### src/rtl/ingress_pacer.sv
// ============================================================================
//  Module  : ingress_pacer
//  Purpose : Buffers source bytes and issues them as paced, credit-limited
//            single-cycle pulses to the nibble-split transfer stage.
//  Rev     : 1.0  initial release
// ============================================================================
`default_nettype none

module ingress_pacer #(
  parameter int DEPTH        = 8,
  parameter int GAP          = 5,
  parameter int MAX_INFLIGHT = 4
) (
  input  logic                            clk,
  input  logic                            rst,
  input  logic [7:0]                      src_data,
  input  logic                            src_valid,
  output logic                            src_ready,
  output logic [7:0]                      tx_data,
  output logic                            tx_valid,
  input  logic                            credit_ret,
  output logic [$clog2(DEPTH):0]          fifo_level,
  output logic [$clog2(MAX_INFLIGHT):0]   inflight,
  output logic [1:0]                      pacer_state,
  output logic                            err
);

  localparam int AW = $clog2(DEPTH);
  localparam int LW = AW + 1;
  localparam int IW = $clog2(MAX_INFLIGHT) + 1;
  localparam int GW = $clog2(GAP) + 1;

  localparam logic [LW-1:0] C_DEPTH      = LW'(DEPTH);
  localparam logic [IW-1:0] C_MAX_INFL   = IW'(MAX_INFLIGHT);
  localparam logic [GW-1:0] C_GAP_RELOAD = GW'(GAP - 1);

  typedef enum logic [1:0] {
    S_IDLE  = 2'd0,
    S_GAP   = 2'd1,
    S_BLOCK = 2'd2,
    S_ISSUE = 2'd3
  } state_t;

  logic [7:0]    mem_q [DEPTH];
  logic [AW-1:0] wr_ptr_q, rd_ptr_q;
  logic [LW-1:0] level_q, level_d;
  logic [GW-1:0] gap_q, gap_d;
  logic [IW-1:0] inflight_q, inflight_d;
  logic          err_q, err_d;
  logic          tx_valid_q;
  logic [7:0]    tx_data_q;
  state_t        state_q, state_d;

  logic w_full, w_push, w_issue;

  assign w_full    = (level_q == C_DEPTH);
  assign src_ready = !w_full && !rst;
  assign w_push    = src_valid && src_ready;
  // Eligibility looks only at registered state, so a byte pushed at an edge cannot issue at that same edge.
  assign w_issue   = (level_q != '0) && (gap_q == '0) && (inflight_q < C_MAX_INFL);

  always_comb begin
    level_d    = level_q;
    gap_d      = gap_q;
    inflight_d = inflight_q;
    err_d      = err_q;
    state_d    = S_IDLE;

    case ({w_push, w_issue})
      2'b10:   level_d = level_q + LW'(1);
      2'b01:   level_d = level_q - LW'(1);
      default: level_d = level_q;
    endcase

    if (w_issue)
      gap_d = C_GAP_RELOAD;
    else if (gap_q != '0)
      gap_d = gap_q - GW'(1);

    if (w_issue && !credit_ret) begin
      inflight_d = inflight_q + IW'(1);
    end else if (!w_issue && credit_ret) begin
      if (inflight_q == '0)
        err_d = 1'b1;
      else
        inflight_d = inflight_q - IW'(1);
    end

    if (w_issue)
      state_d = S_ISSUE;
    else if (level_d == '0)
      state_d = S_IDLE;
    else if (gap_d != '0)
      state_d = S_GAP;
    else
      state_d = S_BLOCK;
  end

  always_ff @(posedge clk) begin
    if (rst) begin
      wr_ptr_q   <= '0;
      rd_ptr_q   <= '0;
      level_q    <= '0;
      gap_q      <= '0;
      inflight_q <= '0;
      err_q      <= 1'b0;
      tx_valid_q <= 1'b0;
      tx_data_q  <= 8'h00;
      state_q    <= S_IDLE;
    end else begin
      level_q    <= level_d;
      gap_q      <= gap_d;
      inflight_q <= inflight_d;
      err_q      <= err_d;
      state_q    <= state_d;
      tx_valid_q <= w_issue;
      if (w_push)
        wr_ptr_q <= wr_ptr_q + AW'(1);
      if (w_issue) begin
        rd_ptr_q  <= rd_ptr_q + AW'(1);
        tx_data_q <= mem_q[rd_ptr_q];
      end
    end
  end

  // Storage needs no reset; w_push is already low while rst is high.
  always_ff @(posedge clk) begin
    if (w_push)
      mem_q[wr_ptr_q] <= src_data;
  end

  assign tx_data     = tx_data_q;
  assign tx_valid    = tx_valid_q;
  assign fifo_level  = level_q;
  assign inflight    = inflight_q;
  assign pacer_state = state_q;
  assign err         = err_q;

endmodule

`default_nettype wire
### config.mk
export PLATFORM = sky130hd
export DESIGN_NAME = ingress_pacer
export DESIGN_NICKNAME = d
export VERILOG_FILES = /design/src/rtl/ingress_pacer.sv
export SDC_FILE = /design/constraint.sdc
export NUM_CORES = 1
export LEC_CHECK = 0
export CAP_MARGIN = 5
export CORE_MARGIN = 1
export CORE_UTILIZATION = 30
export DETAILED_ROUTE_END_ITERATION = 6
export DONT_BUFFER_PORTS = 1
export HOLD_SLACK_MARGIN = 0.12
export PLACE_DENSITY_LB_ADDON = 0.05
export SLEW_MARGIN = 20
export SYNTH_ARGS = -nofsm -noshare
export SYNTH_HDL_FRONTEND = slang
export SYNTH_SLANG_ARGS = --single-unit
### constraint.sdc
create_clock -name clk -period 4.75 [get_ports clk]
set_input_delay 0.95 -clock clk [delete_from_list [all_inputs] [get_ports clk]]
set_output_delay 0.95 -clock clk [all_outputs]
set_load 0.01 [all_outputs]
-- Yosys cells after proc, flatten, opt, wreduce, memory -nomap -nowiden
Memories as Yosys holds them, arrays and structs flattened. A register that Yosys moved wholly into a read port is not among the register bits.
Cells that the tools add are included.
- memory bits (writable): 64
- memories kept: 1
- word-level logic and storage cells: 52
- bits in registers: 21
- output and inout port bits: 20
- add/sub/neg operators: 7
- $lt $le $gt $ge: 1
- eq/ne operators: 4
- reductions and logical operators: 19
- bitwise operators: 1
- mux-type cells: 11
- memories (name ; depth ; width ; rd ports ; clocked after memory_dff ; write ports ; line ; RTL):
    mem_q ; 8 ; 8 ; 1 ; 1 ; 1 ; 44 ; logic [7:0] mem_q [DEPTH];
- operator list (operator ; number):
    4-bit nonzero test ; 3
    3-bit by 1-bit adder with 3-bit output (second input constant) ; 3
    3-bit two-way mux ; 3
    4-bit logical NOT ; 2
    4-bit two-way mux ; 2
    4-bit one-hot mux with 2 select lines ; 1
    4-bit by 1-bit subtractor with 4-bit output (second input constant) ; 2
    1-bit logical AND ; 6
    2-bit two-way mux ; 3
    4-bit by 1-bit adder with 4-bit output (second input constant) ; 1
    4-bit == test (second input constant) ; 1
    1-bit logical NOT ; 4
    3-bit logical NOT ; 1
    3-bit less-than comparator (second input constant) ; 1
    3-bit AND reduction ; 1
    3-bit by 1-bit subtractor with 3-bit output (second input constant) ; 1
    2-bit by 1-bit == test with 1-bit output (second input constant) ; 1
    2-bit == test (second input constant) ; 1
    1-bit two-way mux ; 2
    2-bit != test (second input constant) ; 1
    2-bit AND reduction ; 1
    2-bit nonzero test ; 1
    1-bit NOT ; 1

-- Logic depth before layout (Yosys ltp)
Gate-level depths: netlist (run 1).
- depth after elaboration: 9
- gate-level depth with buffers: 16

-- Worst setup path after synthesis (run 1)
Ideal clock, no wire load.
- kind: input to register
- start: in rst
- end: reg state_q[0] (netlist: pacer_state[0])
- setup time: 0.142 ns
- path buffers: 1
- slack: 1.693 ns
- required time: 4.608 ns
- stages on the path: 9
- arrival: 2.915 ns
- cells stage by stage: a31oi_2 nand2_1 ha_1 buf_6 or4b_4 o22ai_2 nor3_1 nor4b_2 a211oi_1
- cells in the longest elaborated chain, start to end: 8
- elaborated cells on any way between the ends: 9
- those cells by class: 2 x eq/ne; 3 x mux; 4 x reduce/logical
- RTL lines (item ; line ; RTL):
    from (decl) ; 15 ; input logic rst,
    1-bit logical NOT ; 57 ; assign src_ready = !w_full && !rst;
    1-bit logical AND ; 57 ;
    1-bit logical AND ; 58 ; assign w_push = src_valid && src_ready;
    2-bit by 1-bit == test with 1-bit output or 2-bit == test (tied branches) ; 69 ; case ({w_push, w_issue})
    4-bit one-hot mux with 2 select lines ; 69 ;
    4-bit logical NOT ; 91 ; else if (level_d == '0)
    2-bit two-way mux ; 91 ;
    2-bit two-way mux ; 89 ; if (w_issue)
    to (signal assigned) ; 115 ; state_q <= state_d;
    to (decl) ; 52 ; state_t state_q, state_d;
Several ways; a longest one is shown, not always the timed one.
A chain may end at the register's enable or synchronous reset.

-- Final worst setup path (run 1)
- start: reg gap_q[0]
- end: reg state_q[0] (netlist: pacer_state[0])
- cells in the longest elaborated chain, start to end: 8
- elaborated cells on any way between the ends: 15
- those cells by class: 1 x add/sub; 2 x eq/ne; 6 x mux; 6 x reduce/logical
- RTL lines (item ; line ; RTL):
    from (decl) ; 47 ; logic [GW-1:0] gap_q, gap_d;
    from (signal assigned) ; 112 ; gap_q <= gap_d;
    parallel branches: the longest is 7 deep, another holds 4-bit by 1-bit subtractor with 4-bit output ; -- ;
    2-bit two-way mux (*) ; 89 ;
Every way passes the cells marked *.

==> results of run 1 <==
-- kinds of logic after synthesis --
family / Yosys count
mux: 27
xor+xnor: 9
compound gates: 31
flops: 93
fa+ha+maj: 10
simple gates: 78
buf+inv: 20
-- layer usage --
| metal | vias to the layer above | part of all wire, % | GRT usage (%) |
|---|---|---|---|
| li1 | 1005 | - | - |
| met1 | 1010 | 45 | 15.2 |
| met2 | 32 | 49 | 20.5 |
| met3 | 8 | 3.9 | 3.50 |
| met4 | 0 | 1.6 | 6.15 |
| met5 | - | 0 | 0 |
-- tightest hold or removal path, stage by stage, from the launching register on --
cell and delay [ps]:
dfxtp_1 340, nand2_1 60, a21oi_1 50
-- placed cells by master, fill, tap and decap left out, types with 2 or more instances in the layout --
cell type / n
edfxtp_1: 64
nor2_1: 34
dfxtp_1: 29
mux4_2: 16
nand2_1: 11
mux2i_1: 11
a211oi_1: 10
a21oi_1: 10
ha_1: 9
clkbuf_16: 9
nor3_1: 7
inv_1: 6
nor2b_1: 5
xor2_1: 5
o21ai_0: 5
nand3_1: 4
xnor2_1: 4
buf_4: 4
clkinv_4: 3
nor4_1: 2
nand2b_1: 2
or3b_2: 2
nand3b_1: 2
-- final cells by class --
| type | count | share of cell area [%] |
|---|---|---|
| Sequential cell | 93 | 57.6 |
| Multi-Input combinational cell | 155 | 29.5 |
| Clock buffer | 9 | 5.18 |
| Tap cell | 172 | 4.95 |
| Clock inverter | 6 | 1.50 |
| Timing Repair Buffer | 4 | 0.691 |
| Inverter | 7 | 0.604 |
-- where the power goes --
part / switching, uW / internal, uW
clock: 293 / 405
combinational: 330 / 288
sequential: 146 / 961
total: 769 / 1650
-- worst min-delay path by stage --
stage                     depth (start not counted)     endpoint
after floorplan                                   2  wr_ptr_q[0]
after global placement                            2  wr_ptr_q[0]
after detailed placement                          2  wr_ptr_q[0]
after CTS                                         2  wr_ptr_q[0]
after global routing                              2  wr_ptr_q[0]
final                                             2  wr_ptr_q[0]
-- sequential cells by signal, indices dropped and copies added, names as in the netlist --
name and cells:
err 1, fifo_level 4, gap_q 4, inflight 3
mem_q 64, pacer_state 2, rd_ptr_q 3, tx_data 8
tx_valid 1, wr_ptr_q 3
-- stage by stage --
stage	cell area [um^2]	util, %	instances	worst slack, ps	power, uW
3_3_place_gp	4060	32.2	431	1510	1760
3_5_place_dp	4060	32.2	431	1460	1750
6_report	4350	34.5	446	1660	2420
2_1_floorplan	3890	-	268	1690	1630
4_1_cts	4350	34.5	446	1620	2470
5_1_grt	4350	34.5	446	1410	2590
==> impl_metrics.env, run 1 <==
export IMPL_yosys_area_share_simple_pct=10.0
export IMPL_mappedNetlistArea_um2=3890
export IMPL_synthAdderAreaFrac_pct=3.41
export IMPL_drive_above_1_share_pct=15.7
export IMPL_synth_common_cells="edfxtp_1 (64), nor2_1 (34), dfxtp_1 (29)"
export IMPL_synth_top_family_by_area="multiplexers"
export IMPL_ys_seq_elements=93
export IMPL_synth_xor_area_share_pct=2.02
export IMPL_fmax_mhz=323
export IMPL_clk_latency_ps=340
export IMPL_dieWidth_um=116
export IMPL_synth_largest_area_cell="edfxtp_1"
export IMPL_async_reset_ff_share_pct=0
export IMPL_postSynthAreaPerCell_um2=14.5
export IMPL_final_seq_area_um2=2500
export IMPL_r2r_start="gap_q[0]"
export IMPL_post_cts_resized=0
export IMPL_htree_num_levels=3
export IMPL_initial_utilization_pct=30.9
export IMPL_initialDrtViolationCount=106
export IMPL_required_ps=4950
export IMPL_final_hold_violation_count=0
export IMPL_worstMarginPinSlew_ps=1000
export IMPL_drc_errors=0
export IMPL_cts_tree="built"
export IMPL_crit_type="register to register"
export IMPL_vias=2055
export IMPL_worstSetupEndpoint="pacer_state[0]"
export IMPL_worst_path_max_fanout=9
export IMPL_dp_hpwl_um=4970
export IMPL_ys_seq_area_share_pct=64.2
export IMPL_synth_cells=268
export IMPL_layout_min_cycle_time_ps=3090
export IMPL_finalMaxSlewViolations=0
export IMPL_setup_viol=0
export IMPL_ant_nets=0
export IMPL_num_rows=41
export IMPL_fin_worst_skew_ps=8.50
export IMPL_io_pins=32
export IMPL_area_growth_pct=11.6
export IMPL_r2r_end="pacer_state[0]"
export IMPL_crit_arrival_ps=3290
export IMPL_regToRegSetupSlack_ps=1660
export IMPL_clock_sinks=93
export IMPL_critical_path_buf_inv_count=2
export IMPL_synth_warnings=0
export IMPL_rsz0062_at_grt="no"
export IMPL_holdCritPathClass="register to register"
export IMPL_wirelength_um=7610
export IMPL_cts_buffer_depth=2
export IMPL_grt_pass1_wl_um=11700
export IMPL_ctsHoldBuffers=0
export IMPL_core_um2=12600
export IMPL_power_leakage_uw=0.00141
export IMPL_synth_edf_count=64
export IMPL_cts_buffers=9
export IMPL_setup_tns_final_ps=0
export IMPL_grt_overflow=0
export IMPL_peakVddDrop_mv=0.167
export IMPL_synth_top_area_share_pct=49.3
export IMPL_holdWs_ps=493
export IMPL_reg2regPathDepth=12
export IMPL_endpoint_kind="register"
export IMPL_slowest_stage="or4b_4"
export IMPL_io_buffers=0
export IMPL_p_per_area_nw_per_um2=557
export IMPL_die_area_um2=13400
export IMPL_grt_pass1_vias=2076
export IMPL_worstSetupStartpoint="gap_q[0]"
export IMPL_worstHoldStart="wr_ptr_q[0]"
export IMPL_post_cts_buffers=0
export IMPL_synth_nets=290
export IMPL_synth_flop_cell="edfxtp_1"
export IMPL_wl_per_cell_um=17.1
export IMPL_synth_area_mux_share_pct=12.1
export IMPL_clk_pin_slew_worst_paths_ps=70
export IMPL_dr_pass1_iters=5
export IMPL_grt_max_degree=31
export IMPL_max_cap_viol_count=0
export IMPL_multiInputGateArea_um2=1280
export IMPL_fill_cells=1239
export IMPL_yosysUniqueCellTypes=42
export IMPL_fin_crit_sh_pct=65.1
export IMPL_worstPathCellList="inv_1 -> ha_1 -> nor2b_1 -> nor2b_1 -> nand2_1 -> inv_2 -> ha_1 -> or4b_4 -> o22ai_2 -> nor3_1 -> nor4b_2 -> a211oi_1"
export IMPL_gr_usage_all_layers_pct=12.5
export IMPL_relSlewSlack_pct=32.9
export IMPL_nets=292
export IMPL_place_congestion=0.744
export IMPL_grt_antenna_before_repair=0
export IMPL_yosysMostFrequentCell="edfxtp_1"
export IMPL_n_antenna_cell=0
export IMPL_start_kind="register"
export IMPL_cp_slowest_stage_delay_ps=550
export IMPL_status="finished, final reports clean"
export IMPL_root_buffer="clkbuf_16"
export IMPL_path_delay_family="simple AND/OR/NAND/NOR gates"
export IMPL_die_h_um=116
export IMPL_synth_area_top_cells="edfxtp_1 (49%), dfxtp_1 (15%), mux4_2 (9.3%), nor2_1 (3.3%), ha_1 (2.9%)"
export IMPL_crit_cells=12
export IMPL_avgViaCountPerCell=4.61
export IMPL_synth_compound_area_share_pct=5.43
Power figures use the tool's default switching activity.
==> run 2, diff against run 1 <==
==> constraint.sdc (replaced) <==
create_clock -name clk -period 2.5 [get_ports clk]
set_input_delay 0.5 -clock clk [delete_from_list [all_inputs] [get_ports clk]]
set_output_delay 0.5 -clock clk [all_outputs]
set_load 0.01 [all_outputs]
==> run 2 against run 1 <==
  * Worst setup slack lost 1600 ps
  * Maximum frequency grew 28%
  * Non-clock buffer count is 31 higher
  * Die area unchanged
  * Critical path type unchanged
  * Largest power group unchanged
==> impl_metrics.env, run 2 (synthesis results as in run 1) <==
export IMPL_status="finished, final reports clean"
export IMPL_initialDrtViolationCount=94
export IMPL_fmax_mhz=415
export IMPL_dr_pass1_iters=6
export IMPL_endpoint_kind="register"
export IMPL_dieWidth_um=116
export IMPL_grt_antenna_before_repair=0
export IMPL_utilization_pct=37.3
export IMPL_cts_buffers=9
export IMPL_die_area_um2=13400
export IMPL_wl_per_cell_um=17.0
export IMPL_relSlewSlack_pct=50.5
export IMPL_grt_overflow=0
export IMPL_grt_pass1_vias=2169
export IMPL_crit_type="register to register"
export IMPL_grt_max_degree=31
export IMPL_n_antenna_cell=0
export IMPL_largest_reg_flops=64
export IMPL_cts_buffer_depth=2
export IMPL_slowest_stage="or4b_4"
export IMPL_htree_num_levels=3
export IMPL_clk_pin_slew_worst_paths_ps=60
export IMPL_crit_arrival_ps=2600
export IMPL_clk_latency_ps=340
export IMPL_place_congestion=0.797
export IMPL_path_delay_family="simple AND/OR/NAND/NOR gates"
export IMPL_holdWs_ps=233
export IMPL_worstHoldStart="rst"
export IMPL_p_per_area_nw_per_um2=1080
export IMPL_r2r_start="gap_q[0]"
export IMPL_power_leakage_uw=0.00159
export IMPL_cts_tree="built"
export IMPL_wirelength_um=8150
export IMPL_cp_slowest_stage_delay_ps=490
export IMPL_area_growth_pct=21.0
export IMPL_vias=2192
export IMPL_holdCritPathClass="primary input to register"
export IMPL_dp_worst_setup_slack_ps=-55.4
export IMPL_final_cell_mix="edfxtp_1 (64), buf_4 (35), nor2_1 (33)"
export IMPL_finalMaxSlewViolations=0
export IMPL_ant_nets=0
export IMPL_worstPathCellList="inv_4 -> ha_4 -> nor2b_4 -> nor2b_4 -> nand2_2 -> inv_4 -> ha_4 -> or4b_4 -> o22ai_4 -> nor3_4 -> nor4b_4 -> a211oi_1"
export IMPL_num_rows=41
export IMPL_fill_cells=1276
export IMPL_max_cap_viol_count=0
export IMPL_finalPower_uw=5110
export IMPL_required_ps=2700
export IMPL_worst_path_max_fanout=5
export IMPL_grt_pass1_wl_um=12500
export IMPL_rsz0062_at_grt="yes"
export IMPL_core_um2=12600
export IMPL_fin_crit_sh_pct=96.3
export IMPL_worstMarginPinSlew_ps=741
export IMPL_final_common_cell="edfxtp_1"
export IMPL_regToRegSetupSlack_ps=90
export IMPL_peakVddDrop_mv=0.254
export IMPL_reg2regPathDepth=12
export IMPL_initial_utilization_pct=30.9
export IMPL_root_buffer="clkbuf_16"
export IMPL_setup_slack_ps=91.6
export IMPL_top_register="mem_q"
export IMPL_die_h_um=116
export IMPL_nets=323
export IMPL_critical_path_buf_inv_count=2
export IMPL_start_kind="register"
export IMPL_io_buffers=0
export IMPL_layout_min_cycle_time_ps=2410
export IMPL_drive_above_1_share_pct=30.1
export IMPL_hold_end="tx_data[7]"
export IMPL_gr_usage_all_layers_pct=13.4
export IMPL_setup_tns_final_ps=0
export IMPL_avgViaCountPerCell=4.59
export IMPL_clock_sinks=93
export IMPL_ctsHoldBuffers=0
export IMPL_r2r_end="pacer_state[0]"
export IMPL_setup_viol=0
export IMPL_fin_worst_skew_ps=4.82
export IMPL_io_pins=32
export IMPL_final_hold_violation_count=0
export IMPL_holdPathStages=1
export IMPL_drc_errors=0
export IMPL_dp_hpwl_um=5280
==> run 2: cell count changes in the layout (fill, tap and decap cells not counted), sizes merged <==
cell,change
buf,+31
clkbuf,+2
clkinv,-2
inv,+1
==> run 2: repair_timing <==
action | 4_1_cts | 5_1_grt
buffers inserted | 2 | 3
endpoints found under the setup margin | 2 | 3
cloned | 0 | 0
endpoints found under the hold margin | 0 | 0
pin swaps | 3 | 5
gates resized for setup | 6 | 14
==> run 2: stage by stage <==
stage          area, um^2  instances
5_1_grt              4710        478
6_report             4710        478
4_1_cts              4620        475
3_3_place_gp         4310        457
2_1_floorplan        3960        268
3_5_place_dp         4310        457
==> run 2: area by class of cell <==
| class | instances | area [um^2] | area share, % |
|---|---|---|---|
| Clock buffer | 11 | 233 | 4.94 |
| Multi-Input combinational cell | 155 | 1410 | 30.0 |
| Inverter | 7 | 31.3 | 0.664 |
| Timing Repair Buffer | 35 | 263 | 5.57 |
| Clock inverter | 5 | 50.0 | 1.06 |
| Tap cell | 172 | 215 | 4.57 |
| Sequential cell | 93 | 2510 | 53.2 |
==> run 2: how the worst max path moves through the flow <==
stage	endpoint	from	slack, ps	depth (start not counted)
finish	pacer_state[0]	gap_q[0]	90	12
global route	pacer_state[0]	gap_q[1]	-60	14
CTS	pacer_state[0]	fifo_level[1]	4	11
detailed placement	pacer_state[0]	fifo_level[2]	-60	12
global placement	pacer_state[0]	fifo_level[2]	8	12
floorplan	pacer_state[0]	gap_q[0]	-150	15
==> run 2: power by group <==
| group | internal (uW) | switching [uW] | leakage [uW] |
|---|---|---|---|
| Clock | 770 | 554 | 0.000137 |
| Combinational | 907 | 850 | 0.000640 |
| Sequential | 1830 | 198 | 0.000817 |
==> run 2: metal layers <==
metal / global-route usage (%) / up-vias / part of all wire [%]
met5: 0 / - / 0
met4: 6.92 / 0 / 2.0
met3: 3.40 / 11 / 4.9
met2: 21.6 / 33 / 50
met1: 16.5 / 1083 / 43
li1: - / 1065 / -
